===== config.mk =====
export PLATFORM = sky130hd
export DESIGN_NAME = pu_msp430_per_fifo
export DESIGN_NICKNAME = d
export VERILOG_FILES = /design/src/rtl/pu_msp430_per_fifo_pkg.sv /design/src/rtl/pu_msp430_sync_fifo.sv /design/src/rtl/pu_msp430_per_fifo.sv
export SDC_FILE = /design/constraint.sdc
export NUM_CORES = 1
export LEC_CHECK = 0
export BUFFER_PORTS_ARGS = -buffer_cell sky130_fd_sc_hd__buf_2
export CAP_MARGIN = 20
export CORE_UTILIZATION = 55
export CTS_CLUSTER_SIZE = 28
export DETAILED_ROUTE_END_ITERATION = 16
export PLACE_DENSITY = 0.86
export SETUP_SLACK_MARGIN = 0.15
export SLEW_MARGIN = 15
export SYNTH_ARGS = -nofsm -noshare
export SYNTH_HDL_FRONTEND = slang
export SYNTH_SLANG_ARGS = --single-unit

===== constraint.sdc =====
create_clock -name mclk -period 19.85 [get_ports mclk]
set_input_delay 3.97 -clock mclk [delete_from_list [all_inputs] [get_ports mclk]]
set_output_delay 3.97 -clock mclk [all_outputs]
set_load 0.1 [all_outputs]

===== src/rtl/pu_msp430_per_fifo_pkg.sv =====
// Shared constants for the peripheral-bus FIFO bridge: register offsets,
// CTRL/STATUS bit positions and the FIFO occupancy count width.
package pu_msp430_per_fifo_pkg;

  localparam int CNT_W = 5;

  localparam logic [2:0] OFF_CTRL   = 3'd0;
  localparam logic [2:0] OFF_STATUS = 3'd1;
  localparam logic [2:0] OFF_LEVEL  = 3'd2;
  localparam logic [2:0] OFF_TXDATA = 3'd3;
  localparam logic [2:0] OFF_RXDATA = 3'd4;

  localparam int CTRL_ENABLE = 0;
  localparam int CTRL_RX_IE  = 1;
  localparam int CTRL_TX_IE  = 2;
  localparam int CTRL_FLUSH  = 3;

  localparam int ST_RX_EMPTY = 0;
  localparam int ST_RX_FULL  = 1;
  localparam int ST_TX_EMPTY = 2;
  localparam int ST_TX_FULL  = 3;
  localparam int ST_TX_OVF   = 4;
  localparam int ST_RX_UDF   = 5;

  // Bytes not enabled by per_we are pushed as zero.
  function automatic logic [15:0] merge_bytes(input logic [15:0] din, input logic [1:0] we);
    return {we[1] ? din[15:8] : 8'h00, we[0] ? din[7:0] : 8'h00};
  endfunction

endpackage


===== src/rtl/pu_msp430_sync_fifo.sv =====
// Single-clock word FIFO with flush; push to full and pop from empty are
// ignored, so callers may present requests without pre-qualifying them.
module pu_msp430_sync_fifo
  import pu_msp430_per_fifo_pkg::*;
#(
  parameter int DEPTH = 4
) (
  input  logic             mclk,
  input  logic             puc_rst,
  input  logic             flush,
  input  logic             push,
  input  logic             pop,
  input  logic [15:0]      din,
  output logic [15:0]      head,
  output logic             empty,
  output logic             full,
  output logic [CNT_W-1:0] count
);

  localparam int PTR_W = (DEPTH > 1) ? $clog2(DEPTH) : 1;

  logic [15:0]      mem [DEPTH];
  logic [PTR_W-1:0] wr_ptr;
  logic [PTR_W-1:0] rd_ptr;
  logic             do_push;
  logic             do_pop;

  assign empty   = (count == '0);
  assign full    = (count == CNT_W'(DEPTH));
  assign head    = mem[rd_ptr];
  assign do_push = push & ~full;
  assign do_pop  = pop & ~empty;

  // NOTE: storage is reset too, so the head (and fifo_tx_data) reads 0 after reset
  // instead of X; this makes the array plain flops rather than an inferred RAM.
  always_ff @(posedge mclk or posedge puc_rst) begin
    if (puc_rst) begin
      wr_ptr <= '0;
      rd_ptr <= '0;
      count  <= '0;
      for (int i = 0; i < DEPTH; i++) mem[i] <= '0;
    end else if (flush) begin
      wr_ptr <= '0;
      rd_ptr <= '0;
      count  <= '0;
    end else begin
      if (do_push) begin
        mem[wr_ptr] <= din;
        wr_ptr      <= wr_ptr + 1'b1;
      end
      if (do_pop) rd_ptr <= rd_ptr + 1'b1;
      case ({do_push, do_pop})
        2'b10:   count <= count + 1'b1;
        2'b01:   count <= count - 1'b1;
        default: count <= count;
      endcase
    end
  end

endmodule


===== src/rtl/pu_msp430_per_fifo.sv =====
// Peripheral-bus responder exposing a TX FIFO (CPU -> stream) and an RX FIFO
// (stream -> CPU). Interrupt logic is built only when FIFO_IRQ_EN is defined.
module pu_msp430_per_fifo
  import pu_msp430_per_fifo_pkg::*;
#(
  parameter logic [14:0] BASE_ADDR = 15'h0190,
  parameter int          DEPTH     = 4
) (
  input  logic        mclk,
  input  logic        puc_rst,
  input  logic [13:0] per_addr,
  input  logic [15:0] per_din,
  input  logic [1:0]  per_we,
  input  logic        per_en,
  output logic [15:0] per_dout,
  output logic [15:0] fifo_tx_data,
  output logic        fifo_tx_valid,
  input  logic        fifo_tx_ready,
  input  logic [15:0] fifo_rx_data,
  input  logic        fifo_rx_valid,
  output logic        fifo_rx_ready,
  output logic        fifo_irq
);

  logic             reg_sel, reg_wr, reg_rd;
  logic [2:0]       off;
  logic             ctrl_enable, ctrl_rx_ie, ctrl_tx_ie;
  logic             tx_ovf, rx_udf;
  logic             flush;
  logic             tx_push, tx_pop, rx_push, rx_pop;
  logic             status_w1c;
  logic [15:0]      tx_head, rx_head;
  logic             tx_empty, tx_full, rx_empty, rx_full;
  logic [CNT_W-1:0] tx_cnt, rx_cnt;
  logic [15:0]      rd_data;

  assign reg_sel = per_en & (per_addr[13:3] == BASE_ADDR[14:4]);
  assign reg_wr  = reg_sel & (|per_we);
  assign reg_rd  = reg_sel & ~(|per_we);
  assign off     = per_addr[2:0];

  // FLUSH is a decoded strobe, never stored, which is why it reads back 0.
  assign flush      = reg_wr & (off == OFF_CTRL) & per_we[0] & per_din[CTRL_FLUSH];
  assign status_w1c = reg_wr & (off == OFF_STATUS) & per_we[0];
  assign tx_push    = reg_wr & (off == OFF_TXDATA);
  assign rx_pop     = reg_rd & (off == OFF_RXDATA);

  assign fifo_tx_valid = ctrl_enable & ~tx_empty;
  assign fifo_rx_ready = ctrl_enable & ~rx_full;
  assign tx_pop        = fifo_tx_valid & fifo_tx_ready;
  assign rx_push       = fifo_rx_valid & fifo_rx_ready;
  assign fifo_tx_data  = tx_head;

  pu_msp430_sync_fifo #(.DEPTH(DEPTH)) u_tx_fifo (
    .mclk    (mclk),
    .puc_rst (puc_rst),
    .flush   (flush),
    .push    (tx_push),
    .pop     (tx_pop),
    .din     (merge_bytes(per_din, per_we)),
    .head    (tx_head),
    .empty   (tx_empty),
    .full    (tx_full),
    .count   (tx_cnt)
  );

  pu_msp430_sync_fifo #(.DEPTH(DEPTH)) u_rx_fifo (
    .mclk    (mclk),
    .puc_rst (puc_rst),
    .flush   (flush),
    .push    (rx_push),
    .pop     (rx_pop),
    .din     (fifo_rx_data),
    .head    (rx_head),
    .empty   (rx_empty),
    .full    (rx_full),
    .count   (rx_cnt)
  );

  // NOTE: sequential state uses non-blocking assignments only, so every flop
  // samples pre-edge values regardless of block ordering.
  always_ff @(posedge mclk or posedge puc_rst) begin
    if (puc_rst) begin
      ctrl_enable <= 1'b0;
      tx_ovf      <= 1'b0;
      rx_udf      <= 1'b0;
    end else begin
      if (reg_wr && off == OFF_CTRL && per_we[0]) ctrl_enable <= per_din[CTRL_ENABLE];
      if (tx_push && tx_full)                     tx_ovf <= 1'b1;
      else if (status_w1c && per_din[ST_TX_OVF])  tx_ovf <= 1'b0;
      if (rx_pop && rx_empty)                     rx_udf <= 1'b1;
      else if (status_w1c && per_din[ST_RX_UDF])  rx_udf <= 1'b0;
    end
  end

`ifdef FIFO_IRQ_EN
  always_ff @(posedge mclk or posedge puc_rst) begin
    if (puc_rst) begin
      ctrl_rx_ie <= 1'b0;
      ctrl_tx_ie <= 1'b0;
      fifo_irq   <= 1'b0;
    end else begin
      if (reg_wr && off == OFF_CTRL && per_we[0]) begin
        ctrl_rx_ie <= per_din[CTRL_RX_IE];
        ctrl_tx_ie <= per_din[CTRL_TX_IE];
      end
      fifo_irq <= (ctrl_rx_ie & ~rx_empty) | (ctrl_tx_ie & tx_empty) | tx_ovf | rx_udf;
    end
  end
`else
  assign ctrl_rx_ie = 1'b0;
  assign ctrl_tx_ie = 1'b0;
  assign fifo_irq   = 1'b0;
`endif

  // NOTE: rd_data gets a default before the case so no path infers a latch.
  always_comb begin
    rd_data = '0;
    case (off)
      OFF_CTRL: begin
        rd_data[CTRL_ENABLE] = ctrl_enable;
        rd_data[CTRL_RX_IE]  = ctrl_rx_ie;
        rd_data[CTRL_TX_IE]  = ctrl_tx_ie;
      end
      OFF_STATUS: begin
        rd_data[ST_RX_EMPTY] = rx_empty;
        rd_data[ST_RX_FULL]  = rx_full;
        rd_data[ST_TX_EMPTY] = tx_empty;
        rd_data[ST_TX_FULL]  = tx_full;
        rd_data[ST_TX_OVF]   = tx_ovf;
        rd_data[ST_RX_UDF]   = rx_udf;
      end
      OFF_LEVEL: begin
        rd_data[12:8] = tx_cnt;
        rd_data[4:0]  = rx_cnt;
      end
      OFF_RXDATA: rd_data = rx_empty ? 16'h0000 : rx_head;
      default:    rd_data = '0;
    endcase
  end

  // Forced to 0 outside reads so the bus OR-tree sees nothing from this block.
  assign per_dout = (reg_rd & ~puc_rst) ? rd_data : 16'h0000;

endmodule

==> impl_table.tex, run 1 <==
\begin{tabular}{lr}
\hline
Metric & Value \\
\hline
\multicolumn{2}{l}{\textbf{Power and ir drop}} \\
\quad Total power & 632 µW \\
\quad Power Dens Cells & 72.5 nW/µm² \\
\quad IR Drop Worst-Case VDD & 0.0000636 V \\
\quad P\_leak & 4.31 nW \\
\multicolumn{2}{l}{\textbf{Global routing}} \\
\quad Pin count of the biggest net entering global routing & 87 \\
\quad Wire length of the first global-routing pass & 27,300 µm \\
\quad Total routing usage reported by global routing & 0.249 \\
\quad Overflow after GRT & 0 \\
\quad Via count of the first global-routing pass & 5,272 \\
\quad Antenna violations before repair & 1 \\
\multicolumn{2}{l}{\textbf{CTS}} \\
\quad Number of sinks on the clock net & 149 \\
\quad \# hold bufs at CTS & 0 \\
\quad Insertion delay to the later sink of the worst-skew pair & 0.42 ns \\
\quad Buffer count from post-CTS setup fixing & 0 \\
\quad H-tree level count & 4 \\
\quad CTS resizes & 0 \\
\quad Maximum clock insertion buffer count & 2 \\
\quad Cts bufs inserted & 17 \\
\quad Clock Root Buffer & sky130\_fd\_sc\_hd\_\_clkbuf\_16 \\
\quad CTS tree & done \\
\quad Clock-pin slew on the worst setup and hold paths & 0.06 ns \\
\multicolumn{2}{l}{\textbf{Logic synthesis}} \\
\quad Gate count after technology mapping & 553 \\
\quad Number of synthesized flops with an enable pin & 0 \\
\quad Most used flip-flop cell after synthesis & sky130\_fd\_sc\_hd\_\_dfrtp\_1 \\
\quad Yosys warnings & 0 \\
\quad Synthesized Nets & 618 \\
\quad Syn\_area\_per\_cell & 13.8 µm² \\
\quad Number of distinct library cells after synthesis & 65 \\
\quad Netlist area before placement & 7630 µm² \\
\quad Main area contributors after synthesis & sky130\_fd\_sc\_hd\_\_dfrtp\_1, sky130\_fd\_sc\_hd\_\_mux2\_2, sky130\_fd\_sc\_hd\_\_mux4\_2, sky130\_fd\_sc\_hd\_\_ha\_1, sky130\_fd\_sc\_hd\_\_and2\_1 \\
\quad Flip-flop and latch count after synthesis & 149 \\
\quad Post-synth top area share & 0.489 \\
\quad Library cell with the largest summed area after synthesis & sky130\_fd\_sc\_hd\_\_dfrtp\_1 \\
\quad Sequential-to-total area share from yosys stat & 0.489 \\
\quad Share of flip-flops with an asynchronous set or reset & 1.00 \\
\multicolumn{2}{l}{\textbf{Finish}} \\
\quad Most common cell after layout, fill and taps aside & sky130\_fd\_sc\_hd\_\_dfrtp\_1 \\
\quad Filler cell count in the final layout & 959 \\
\quad Finished layout cell area & 8720 µm² \\
\quad Utilization after layout & 0.651 \\
\quad Most frequent cells in the layout & sky130\_fd\_sc\_hd\_\_dfrtp\_1, sky130\_fd\_sc\_hd\_\_mux2\_2, sky130\_fd\_sc\_hd\_\_buf\_2 \\
\quad Cell Count, Final, Fillers Out & 820 \\
\quad Final net count & 695 \\
\quad Area growth from synthesis to layout & 14.4\% \\
\quad Share of final-layout standard cells stronger than drive strength 1 & 0.467 \\
\multicolumn{2}{l}{\textbf{STA}} \\
\quad Hold Violations, Final & 0 \\
\quad Max Slew Vio Count & 0 \\
\quad Post-route minimum period & 10.50 ns \\
\quad Hold slack & 0.488 ns \\
\quad Setup violations, final & 0 \\
\quad Largest clock skew in the final design & 0.00888 ns \\
\quad Max transition margin & 0.369 \\
\quad Fmax & 95.2 MHz \\
\quad Final worst-path cycle share & 0.529 \\
\quad Tightest Pin Transition & 0.946 ns \\
\quad Post-route worst setup slack & 9.35 ns \\
\quad Unrepaired setup endpoints after global routing & false \\
\quad Setup TNS & 0 ns \\
\multicolumn{2}{l}{\textbf{Placement}} \\
\quad Dpl cell area & 8130 µm² \\
\quad Setup slack at placement & 9.36 ns \\
\quad Number of placed cells counting well taps & 786 \\
\quad Input/output buffers & 86 \\
\quad HPWL after DPL & 11,100 µm \\
\quad Global placer's final weighted congestion & 0.875 \\
\multicolumn{2}{l}{\textbf{Setup path}} \\
\quad Maximum fanout count along the critical path & 20 \\
\quad Type of element launching the critical path & input pin \\
\quad Critical path required time & 15.88 ns \\
\quad Worst-case register-to-register setup slack & 16.80 ns \\
\quad Endpoint type of the worst setup path & output port \\
\quad Data arrival time of the critical path & 6.53 ns \\
\quad Crit Path Category & input pin to output port \\
\multicolumn{2}{l}{\textbf{Drt}} \\
\quad Total iterations of the first detailed-routing run & 5 \\
\quad Final routed wire length divided by cell count & 20.4 µm \\
\quad Average vias per placed instance & 6.01 \\
\quad Vias & 4,928 \\
\quad Post-route DRC violation count & 0 \\
\quad Count of routing violations after the opening detailed-route iteration & 453 \\
\quad Wirelength, routed & 16,700 µm \\
\quad Post-DRT Antenna Nets & 0 \\
\multicolumn{2}{l}{\textbf{Floorplan}} \\
\quad Number of top-level pins & 88 \\
\quad Width of the die & 120 µm \\
\quad Row count & 42 \\
\quad Initial cell density of the core & 0.569 \\
\quad Die Ht & 120 µm \\
\quad Die Area & 14,300 µm² \\
\quad Core region area & 13,400 µm² \\
\multicolumn{2}{l}{\textbf{Run}} \\
\quad Number of violations of the max-capacitance limit & 0 \\
\multicolumn{2}{l}{\textbf{Worst hold path}} \\
\quad Type of the worst min-delay path & flop to flop \\
\multicolumn{2}{l}{\textbf{Status}} \\
\quad Result of the run & completed \\
\hline
\end{tabular}
==> synth_stat cells, drive strengths merged (2+ instances only) <==
master / count
dfrtp: 149
mux2: 126
mux4: 33
nor2: 28
buf: 25
and2: 21
nand3: 20
nand2: 18
a21oi: 13
ha: 12
o21ai: 9
clkbuf: 8
inv: 8
a22oi: 7
nor3: 7
nor3b: 7
nand4: 5
xnor2: 5
xor2: 5
and3: 4
mux2i: 4
nand2b: 4
a31oi: 3
a21boi: 2
a21o: 2
a222oi: 2
a2bb2oi: 2
a32oi: 2
nor4b: 2
nor4bb: 2
o211ai: 2
o2bb2ai: 2
or3: 2
==> worst paths after layout <==
check | end | startpoint | depth (start not counted)
max in group asynchronous | u_tx_fifo.mem[12] | puc_rst | 4
max reg2reg | u_rx_fifo.count[4] | u_rx_fifo.count[0] | 9
min | u_tx_fifo.mem[51] | u_tx_fifo.mem[51] | 2
min reg2reg | u_tx_fifo.mem[51] | u_tx_fifo.mem[51] | 2
min in group asynchronous | u_rx_fifo.mem[46] | puc_rst | 2
max | per_dout[14] | per_addr[8] | 6
==> cell type report <==
type                       count  area, µm²  share of cell area
tap                          176        220              0.0252
clock buffer                  21        460              0.0528
clock inverter                11        103              0.0118
antenna                        1       2.50            0.000287
inverter                       8       37.5             0.00430
timing repair buffer          91        508              0.0582
sequential                   149       3730               0.427
multi-input combinational    363       3660               0.420
==> power breakdown <==
group	total, mW	internal (mW)	switching [mW]
registers	0.304	0.304	0.000405
clock network	0.304	0.179	0.125
logic	0.0234	0.00759	0.0158
==> cells by family (layout without fill, tap and decap cells) <==
| kind of cell | Yosys count | in the layout | share of synthesized area |
|---|---|---|---|
| AO/OA/AOI/OAI | 52 | 52 | 0.0525 |
| XOR/XNOR | 10 | 10 | 0.0115 |
| adder cells (fa/ha/maj) | 12 | 12 | 0.0197 |
| buffers and inverters | 41 | 131 | 0.0315 |
| flip-flops | 149 | 149 | 0.489 |
| multiplexers | 163 | 163 | 0.289 |
| other | 1 | 2 | 0.000492 |
| AND/OR/NAND/NOR | 125 | 125 | 0.107 |
==> state kept, by name (all words and copies together), names as in the netlist <==
name	flops
ctrl_enable	1
rx_udf	1
tx_ovf	1
u_rx_fifo.count	5
u_rx_fifo.mem	64
u_rx_fifo.rd_ptr	2
u_rx_fifo.wr_ptr	2
u_tx_fifo.count	5
u_tx_fifo.mem	64
u_tx_fifo.rd_ptr	2
u_tx_fifo.wr_ptr	2
==> metal layers <==
metal	vias to the layer above	routed length [µm]	GRT usage
met2	153	8850	0.435
met4	0	320	0.0852
li1	2200	-	-
met1	2547	6750	0.301
met5	-	0	0
met3	28	810	0.0618
==> worst max-delay path, cell delays in order <==
cell and delay (ns):
sky130_fd_sc_hd__buf_2 0.10, sky130_fd_sc_hd__nor4bb_1 0.39, sky130_fd_sc_hd__and3_1 0.86, sky130_fd_sc_hd__nand2_1 0.42
sky130_fd_sc_hd__nor3b_1 0.32, sky130_fd_sc_hd__buf_2 0.47
Note: power is estimated with default switching activity, not from simulation.
==> run 2, diff against run 1 <==
- ABC_AREA: default -> 1
- clock period: 19.85 -> 9.7 ns (I/O delays scaled with it)
==> impl_table.tex, run 2 <==
\begin{tabular}{lr}
\hline
Metric & Value \\
\hline
\multicolumn{2}{l}{\textbf{CTS}} \\
\quad Number of sinks on the clock net & 149 (unchanged) \\
\quad Buffer count from post-CTS setup fixing & 0 (unchanged) \\
\quad Clock Root Buffer & sky130\_fd\_sc\_hd\_\_clkbuf\_16 \\
\quad Maximum clock insertion buffer count & 2 (unchanged) \\
\quad \# hold bufs at CTS & 0 (unchanged) \\
\quad CTS resizes & 0 (unchanged) \\
\quad Cts bufs inserted & 17 (unchanged) \\
\quad Clock-pin slew on the worst setup and hold paths & 0.06 ns (about the same) \\
\quad Insertion delay to the later sink of the worst-skew pair & 0.42 ns (about the same) \\
\quad CTS tree & done \\
\quad H-tree level count & 4 (unchanged) \\
\multicolumn{2}{l}{\textbf{Finish}} \\
\quad Multi-input gate area & 3170 µm² (-13\%) \\
\quad Finished layout cell area & 8530 µm² (-2.2\%) \\
\quad Cell Count, Final, Fillers Out & 1,166 (+42\%) \\
\quad Final net count & 1,042 (+50\%) \\
\quad Area growth from synthesis to layout & 14.9\% \\
\quad Most common cell after layout, fill and taps aside & sky130\_fd\_sc\_hd\_\_nand2\_1 \\
\quad Registers with the highest flip-flop counts & u\_rx\_fifo.mem x64, u\_tx\_fifo.mem x64 \\
\quad N\_diodes & 0 (-1) \\
\quad Most frequent cells in the layout & sky130\_fd\_sc\_hd\_\_nand2\_1, sky130\_fd\_sc\_hd\_\_dfrtp\_1, sky130\_fd\_sc\_hd\_\_o21ai\_1 \\
\quad Share of final-layout standard cells stronger than drive strength 1 & 0.170 (-0.297) \\
\quad Filler cell count in the final layout & 1,081 (+13\%) \\
\quad Register area & 3730 µm² (unchanged) \\
\multicolumn{2}{l}{\textbf{Global routing}} \\
\quad Overflow after GRT & 0 (unchanged) \\
\quad Via count of the first global-routing pass & 6,339 (+20\%) \\
\quad Total routing usage reported by global routing & 0.281 (+0.0313) \\
\quad Antenna violations before repair & 0 (-1) \\
\quad Pin count of the biggest net entering global routing & 151 (+74\%) \\
\quad Wire length of the first global-routing pass & 30,700 µm (+12\%) \\
\multicolumn{2}{l}{\textbf{Drt}} \\
\quad Post-DRT Antenna Nets & 0 (unchanged) \\
\quad Average vias per placed instance & 5.73 (-4.7\%) \\
\quad Count of routing violations after the opening detailed-route iteration & 848 (+87\%) \\
\quad Post-route DRC violation count & 0 (unchanged) \\
\quad Wirelength, routed & 18,300 µm (+9.2\%) \\
\quad Final routed wire length divided by cell count & 15.7 µm (-23\%) \\
\quad Vias & 6,679 (+36\%) \\
\quad Total iterations of the first detailed-routing run & 5 (unchanged) \\
\multicolumn{2}{l}{\textbf{Power and ir drop}} \\
\quad P\_leak & 4.18 nW (-3.1\%) \\
\quad IR Drop Worst-Case VDD & 0.000134 V (+110\%) \\
\quad Power Dens Cells & 162 nW/µm² (+120\%) \\
\multicolumn{2}{l}{\textbf{Logic synthesis}} \\
\quad Commonest cells post-synth & sky130\_fd\_sc\_hd\_\_nand2\_1, sky130\_fd\_sc\_hd\_\_dfrtp\_1, sky130\_fd\_sc\_hd\_\_o21ai\_1 \\
\quad Most used flip-flop cell after synthesis & sky130\_fd\_sc\_hd\_\_dfrtp\_1 \\
\quad Syn\_area\_per\_cell & 8.14 µm² (-41\%) \\
\quad Post-synth top area share & 0.502 (+0.0133) \\
\quad Library cell with the largest summed area after synthesis & sky130\_fd\_sc\_hd\_\_dfrtp\_1 \\
\quad Flip-flop and latch count after synthesis & 149 (unchanged) \\
\quad Sequential-to-total area share from yosys stat & 0.502 (+0.0133) \\
\quad Share of flip-flops with an asynchronous set or reset & 1.00 (unchanged) \\
\quad Number of synthesized flops with an enable pin & 0 (unchanged) \\
\quad Yosys warnings & 0 (unchanged) \\
\quad Gate count after technology mapping & 912 (+65\%) \\
\quad Netlist area before placement & 7420 µm² (-2.6\%) \\
\quad Main area contributors after synthesis & sky130\_fd\_sc\_hd\_\_dfrtp\_1, sky130\_fd\_sc\_hd\_\_nand2\_1, sky130\_fd\_sc\_hd\_\_o21ai\_1, sky130\_fd\_sc\_hd\_\_o21ai\_0, sky130\_fd\_sc\_hd\_\_nor2\_1 \\
\quad Number of distinct library cells after synthesis & 40 (-38\%) \\
\quad Synthesized Nets & 977 (+58\%) \\
\quad Most common cell in the synthesized netlist & sky130\_fd\_sc\_hd\_\_nand2\_1 \\
\multicolumn{2}{l}{\textbf{Floorplan}} \\
\quad Row count & 42 (unchanged) \\
\quad Number of top-level pins & 88 (unchanged) \\
\quad Die Ht & 118 µm (-1.3\%) \\
\quad Width of the die & 118 µm (-1.3\%) \\
\quad Initial cell density of the core & 0.563 (-0.00620) \\
\quad Core region area & 13,200 µm² (-1.6\%) \\
\quad Die Area & 14,000 µm² (-2.6\%) \\
\multicolumn{2}{l}{\textbf{Placement}} \\
\quad Global placer's final weighted congestion & 0.918 (+4.9\%) \\
\quad Input/output buffers & 86 (unchanged) \\
\quad HPWL after DPL & 11,700 µm (+5.5\%) \\
\quad Dpl cell area & 7880 µm² (-3.0\%) \\
\quad Number of placed cells counting well taps & 1,131 (+44\%) \\
\multicolumn{2}{l}{\textbf{Setup path}} \\
\quad Worst Reg2Reg Path Length in Cells & 15 (+6) \\
\quad Maximum fanout count along the critical path & 150 (+650\%) \\
\quad Type of element launching the critical path & input pin \\
\quad Worst-case register-to-register setup slack & 7.47 ns (-9.33 ns) \\
\quad Data arrival time of the critical path & 3.86 ns (-2.67 ns) \\
\quad Crit Path Category & input pin to output port \\
\quad Critical path required time & 7.76 ns (-8.12 ns) \\
\quad Endpoint type of the worst setup path & output port \\
\multicolumn{2}{l}{\textbf{STA}} \\
\quad Hold Violations, Final & 0 (unchanged) \\
\quad Max transition margin & 0.267 (-0.103) \\
\quad Unrepaired setup endpoints after global routing & false \\
\quad Setup TNS & 0 ns (unchanged) \\
\quad Post-route minimum period & 5.80 ns \\
\quad Tightest Pin Transition & 1.10 ns (+0.151 ns) \\
\quad Fmax & 172 MHz \\
\quad Setup violations, final & 0 (unchanged) \\
\quad Final worst-path cycle share & 0.598 \\
\quad Largest clock skew in the final design & 0.00869 ns (-0.000190 ns) \\
\quad Max Slew Vio Count & 0 (unchanged) \\
\multicolumn{2}{l}{\textbf{Status}} \\
\quad Result of the run & completed \\
\multicolumn{2}{l}{\textbf{Run}} \\
\quad Number of violations of the max-capacitance limit & 0 (unchanged) \\
\multicolumn{2}{l}{\textbf{Worst hold path}} \\
\quad Type of the worst min-delay path & flop to flop \\
\quad Cell depth of the worst hold path & 2 (unchanged) \\
\hline
\end{tabular}
run 2: cell types whose count changed after synthesis, sizes merged, moves of 33 or more:
cell / previous run / this run
mux4: 33 / 0
nand2: 18 / 234
mux2: 126 / 0
nor2: 28 / 88
inv: 8 / 78
o21ai: 9 / 197
run 2: final timing paths:
path	from	end
hold reg to reg	u_rx_fifo.mem[28]	u_rx_fifo.mem[28]
setup / recovery	puc_rst	per_dout[13]
setup reg to reg	u_tx_fifo.count[1]	u_tx_fifo.count[4]
max in group asynchronous	puc_rst	u_tx_fifo.wr_ptr[1]
min in group asynchronous	puc_rst	u_rx_fifo.mem[36]
hold / removal	u_rx_fifo.mem[28]	u_rx_fifo.mem[28]
run 2: stage by stage:
step	hold WS, ns	utilization	worst slack [ns]	power (mW)
3_5_place_dp	0.474	0.598	3.85	0.747
4_1_cts	0.489	0.642	3.84	1.39
2_1_floorplan	0.454	-	1.59	0.716
6_report	0.488	0.647	3.90	1.38
3_3_place_gp	0.466	0.598	3.92	0.746
5_1_grt	0.505	0.647	3.67	1.43
run 2: area by class of cell:
type                    count  area share
flip-flops and latches    149       0.437
multi-input cells         638       0.372
repair buffers             92      0.0613
clock buffers              22      0.0579
inverters                  79      0.0352
well taps                 176      0.0258
clock inverters            10      0.0110
run 2: logic make-up (layout without fill, tap and decap cells):
family | Yosys count | count (layout) | synth area share
other | 1 | 1 | 0.000505
AND/OR/NAND/NOR | 359 | 359 | 0.211
multiplexers | 1 | 1 | 0.00135
XOR/XNOR | 5 | 5 | 0.00590
adder cells (fa/ha/maj) | 12 | 12 | 0.0202
AO/OA/AOI/OAI | 260 | 260 | 0.188
buffers and inverters | 125 | 203 | 0.0709
flip-flops | 149 | 149 | 0.502
run 2: per-layer routing:
metal  vias to the layer above  track usage  routed length [µm]
met5                         -            0                   0
met4                         0        0.115                 446
met3                        41       0.0618                1110
met2                       272        0.453                9170
met1                      3223        0.368                7550
li1                       3143            -                   -
run 2: critical path: stages:
cell and delay [ns]:
sky130_fd_sc_hd__buf_2 0.11, sky130_fd_sc_hd__clkinvlp_4 0.10, sky130_fd_sc_hd__buf_12 0.54, sky130_fd_sc_hd__nand2_1 0.30, sky130_fd_sc_hd__a221oi_1 0.30, sky130_fd_sc_hd__buf_2 0.48
run 2: power breakdown:
part           total [mW]  switching (mW)  internal, mW
combinational       0.108          0.0843        0.0239
clock               0.644           0.257         0.387
sequential          0.628         0.00379         0.624
==> run 3, diff against run 2 <==
- clock period: 9.7 -> 5.85 ns (I/O delays scaled with it)
==> impl_table.tex, run 3 (synthesis results as in run 2) <==
\begin{tabular}{lr}
\hline
Metric & Value \\
\hline
\multicolumn{2}{l}{\textbf{STA}} \\
\quad Hold slack & 0.487 ns (-0.000682 ns) \\
\quad Max Slew Vio Count & 0 (unchanged) \\
\quad Largest clock skew in the final design & 0.00770 ns (-0.000989 ns) \\
\quad Setup violations, final & 0 (unchanged) \\
\quad Hold Violations, Final & 0 (unchanged) \\
\quad Max transition margin & 0.272 (+0.00514) \\
\quad Tightest Pin Transition & 1.09 ns (-0.00769 ns) \\
\quad Final worst-path cycle share & 0.784 \\
\quad Post-route worst setup slack & 1.26 ns (-2.63 ns) \\
\quad Fmax & 218 MHz \\
\quad Unrepaired setup endpoints after global routing & false \\
\quad Post-route minimum period & 4.59 ns \\
\multicolumn{2}{l}{\textbf{CTS}} \\
\quad H-tree level count & 4 (unchanged) \\
\quad CTS tree & done \\
\quad Insertion delay to the later sink of the worst-skew pair & 0.42 ns (about the same) \\
\quad Clock Root Buffer & sky130\_fd\_sc\_hd\_\_clkbuf\_16 \\
\quad Cts bufs inserted & 17 (unchanged) \\
\quad Buffer count from post-CTS setup fixing & 0 (unchanged) \\
\quad CTS resizes & 0 (unchanged) \\
\quad Clock-pin slew on the worst setup and hold paths & 0.06 ns (about the same) \\
\quad Maximum clock insertion buffer count & 2 (unchanged) \\
\quad \# hold bufs at CTS & 0 (unchanged) \\
\quad Number of sinks on the clock net & 149 (unchanged) \\
\multicolumn{2}{l}{\textbf{Setup path}} \\
\quad Crit Path Category & flop to output port \\
\quad Worst Reg2Reg Path Length in Cells & 4 (-11) \\
\quad Data arrival time of the critical path & 3.42 ns (-0.44 ns) \\
\quad Type of element launching the critical path & flop \\
\quad Worst setup path startpoint & u\_rx\_fifo.rd\_ptr[0] \\
\quad Worst Setup EP & per\_dout[3] \\
\quad End of the worst register-to-register path & u\_rx\_fifo.rd\_ptr[1] \\
\quad Endpoint type of the worst setup path & output port \\
\quad Critical path required time & 4.68 ns (-3.08 ns) \\
\quad Worst-case register-to-register setup slack & 3.36 ns (-4.11 ns) \\
\quad Maximum fanout count along the critical path & 34 (-77\%) \\
\quad R2r startpoint & u\_rx\_fifo.rd\_ptr[0] \\
\multicolumn{2}{l}{\textbf{Drt}} \\
\quad Vias & 6,588 (-1.4\%) \\
\quad Average vias per placed instance & 5.65 (-1.4\%) \\
\quad Final routed wire length divided by cell count & 15.6 µm (-0.45\%) \\
\quad Post-route DRC violation count & 0 (unchanged) \\
\quad Wirelength, routed & 18,200 µm (-0.45\%) \\
\quad Count of routing violations after the opening detailed-route iteration & 640 (-25\%) \\
\quad Total iterations of the first detailed-routing run & 5 (unchanged) \\
\quad Post-DRT Antenna Nets & 0 (unchanged) \\
\multicolumn{2}{l}{\textbf{Finish}} \\
\quad Most frequent cells in the layout & sky130\_fd\_sc\_hd\_\_nand2\_1, sky130\_fd\_sc\_hd\_\_dfrtp\_1, sky130\_fd\_sc\_hd\_\_o21ai\_1 \\
\quad N\_diodes & 0 (unchanged) \\
\quad Area growth from synthesis to layout & 15.2\% \\
\quad Share of final-layout standard cells stronger than drive strength 1 & 0.180 (+0.0101) \\
\quad Registers with the highest flip-flop counts & u\_rx\_fifo.mem x64, u\_tx\_fifo.mem x64 \\
\quad Register area & 3730 µm² (unchanged) \\
\quad Final net count & 1,042 (unchanged) \\
\quad Multi-input gate area & 3220 µm² (+1.5\%) \\
\quad Filler cell count in the final layout & 1,076 (-0.46\%) \\
\quad Most common cell after layout, fill and taps aside & sky130\_fd\_sc\_hd\_\_nand2\_1 \\
\multicolumn{2}{l}{\textbf{Global routing}} \\
\quad Wire length of the first global-routing pass & 30,300 µm (-1.4\%) \\
\quad Pin count of the biggest net entering global routing & 83 (-45\%) \\
\quad Overflow after GRT & 0 (unchanged) \\
\quad Total routing usage reported by global routing & 0.273 (-0.00763) \\
\quad Antenna violations before repair & 0 (unchanged) \\
\quad Via count of the first global-routing pass & 6,286 (-0.84\%) \\
\multicolumn{2}{l}{\textbf{Worst hold path}} \\
\quad Type of the worst min-delay path & flop to flop \\
\multicolumn{2}{l}{\textbf{Placement}} \\
\quad HPWL after DPL & 11,300 µm (-3.3\%) \\
\quad Setup slack at placement & 1.46 ns (-2.39 ns) \\
\quad Input/output buffers & 86 (unchanged) \\
\quad Global placer's final weighted congestion & 0.862 (-6.1\%) \\
\multicolumn{2}{l}{\textbf{Power and ir drop}} \\
\quad Power Dens Cells & 268 nW/µm² (+66\%) \\
\quad P\_leak & 4.15 nW (-0.54\%) \\
\quad IR Drop Worst-Case VDD & 0.000218 V (+62\%) \\
\quad Total power & 2.29 mW (+66\%) \\
\multicolumn{2}{l}{\textbf{Floorplan}} \\
\quad Core region area & 13,200 µm² (unchanged) \\
\quad Die Ht & 118 µm (unchanged) \\
\quad Initial cell density of the core & 0.563 (unchanged) \\
\quad Row count & 42 (unchanged) \\
\quad Die Area & 14,000 µm² (unchanged) \\
\quad Number of top-level pins & 88 (unchanged) \\
\quad Width of the die & 118 µm (unchanged) \\
\multicolumn{2}{l}{\textbf{Status}} \\
\quad Result of the run & completed \\
\multicolumn{2}{l}{\textbf{Run}} \\
\quad Number of violations of the max-capacitance limit & 0 (unchanged) \\
\hline
\end{tabular}
run 3: changes by cell type in the layout (fill, tap and decap cells not counted), sizes merged:
cell	before	now
bufinv	1	2
clkbuf	22	20
inv	79	78
clkinvlp	4	6
run 3: layout make-up:
type	count	share of cell area
inverter	79	0.0351
clock inverter	12	0.0152
multi-input combinational	638	0.376
tap	176	0.0257
clock buffer	20	0.0522
sequential	149	0.436
timing repair buffer	92	0.0597
run 3: metrics by stage:
stage	std cells	util	TNS, ns	cell area (µm²)
floorplan	912	-	-3.77	7470
global placement	1131	0.600	0	7920
detailed placement	1131	0.600	0	7920
CTS	1163	0.644	0	8490
global route	1166	0.649	0	8550
finish	1166	0.649	0	8550
run 3: critical path, cell delays in order (launching register included):
cell	delay, ns
sky130_fd_sc_hd__dfrtp_1	0.77
sky130_fd_sc_hd__inv_1	0.91
sky130_fd_sc_hd__o21ai_0	0.23
sky130_fd_sc_hd__o22ai_1	0.33
sky130_fd_sc_hd__nand2_1	0.15
sky130_fd_sc_hd__a31oi_2	0.14
sky130_fd_sc_hd__buf_2	0.45
run 3: report_power, final:
group	leakage, nW	switching [mW]	internal, mW
registers	2.03	0.00625	1.03
logic	1.86	0.140	0.0409
clock network	0.268	0.431	0.638
run 3: how the worst min path moves through the flow:
stage                            from           endpoint  depth (start not counted)
detailed placement  u_tx_fifo.mem[18]  u_tx_fifo.mem[18]                          2
finish              u_rx_fifo.mem[17]  u_rx_fifo.mem[17]                          2
global route        u_tx_fifo.mem[39]  u_tx_fifo.mem[39]                          2
global placement    u_tx_fifo.mem[41]  u_tx_fifo.mem[41]                          2
CTS                 u_rx_fifo.mem[17]  u_rx_fifo.mem[17]                          2
floorplan           u_rx_fifo.mem[17]  u_rx_fifo.mem[17]                          2
run 3: per-layer routing:
metal  global-route usage  vias up  share of wire  routed length [µm]
li1                     -     3139              -                   -
met1                0.353     3195           0.43                7880
met2                0.446      216           0.49                8930
met3               0.0536       38          0.049                 887
met4                0.123        0          0.027                 484
met5                    0        -              0                   0
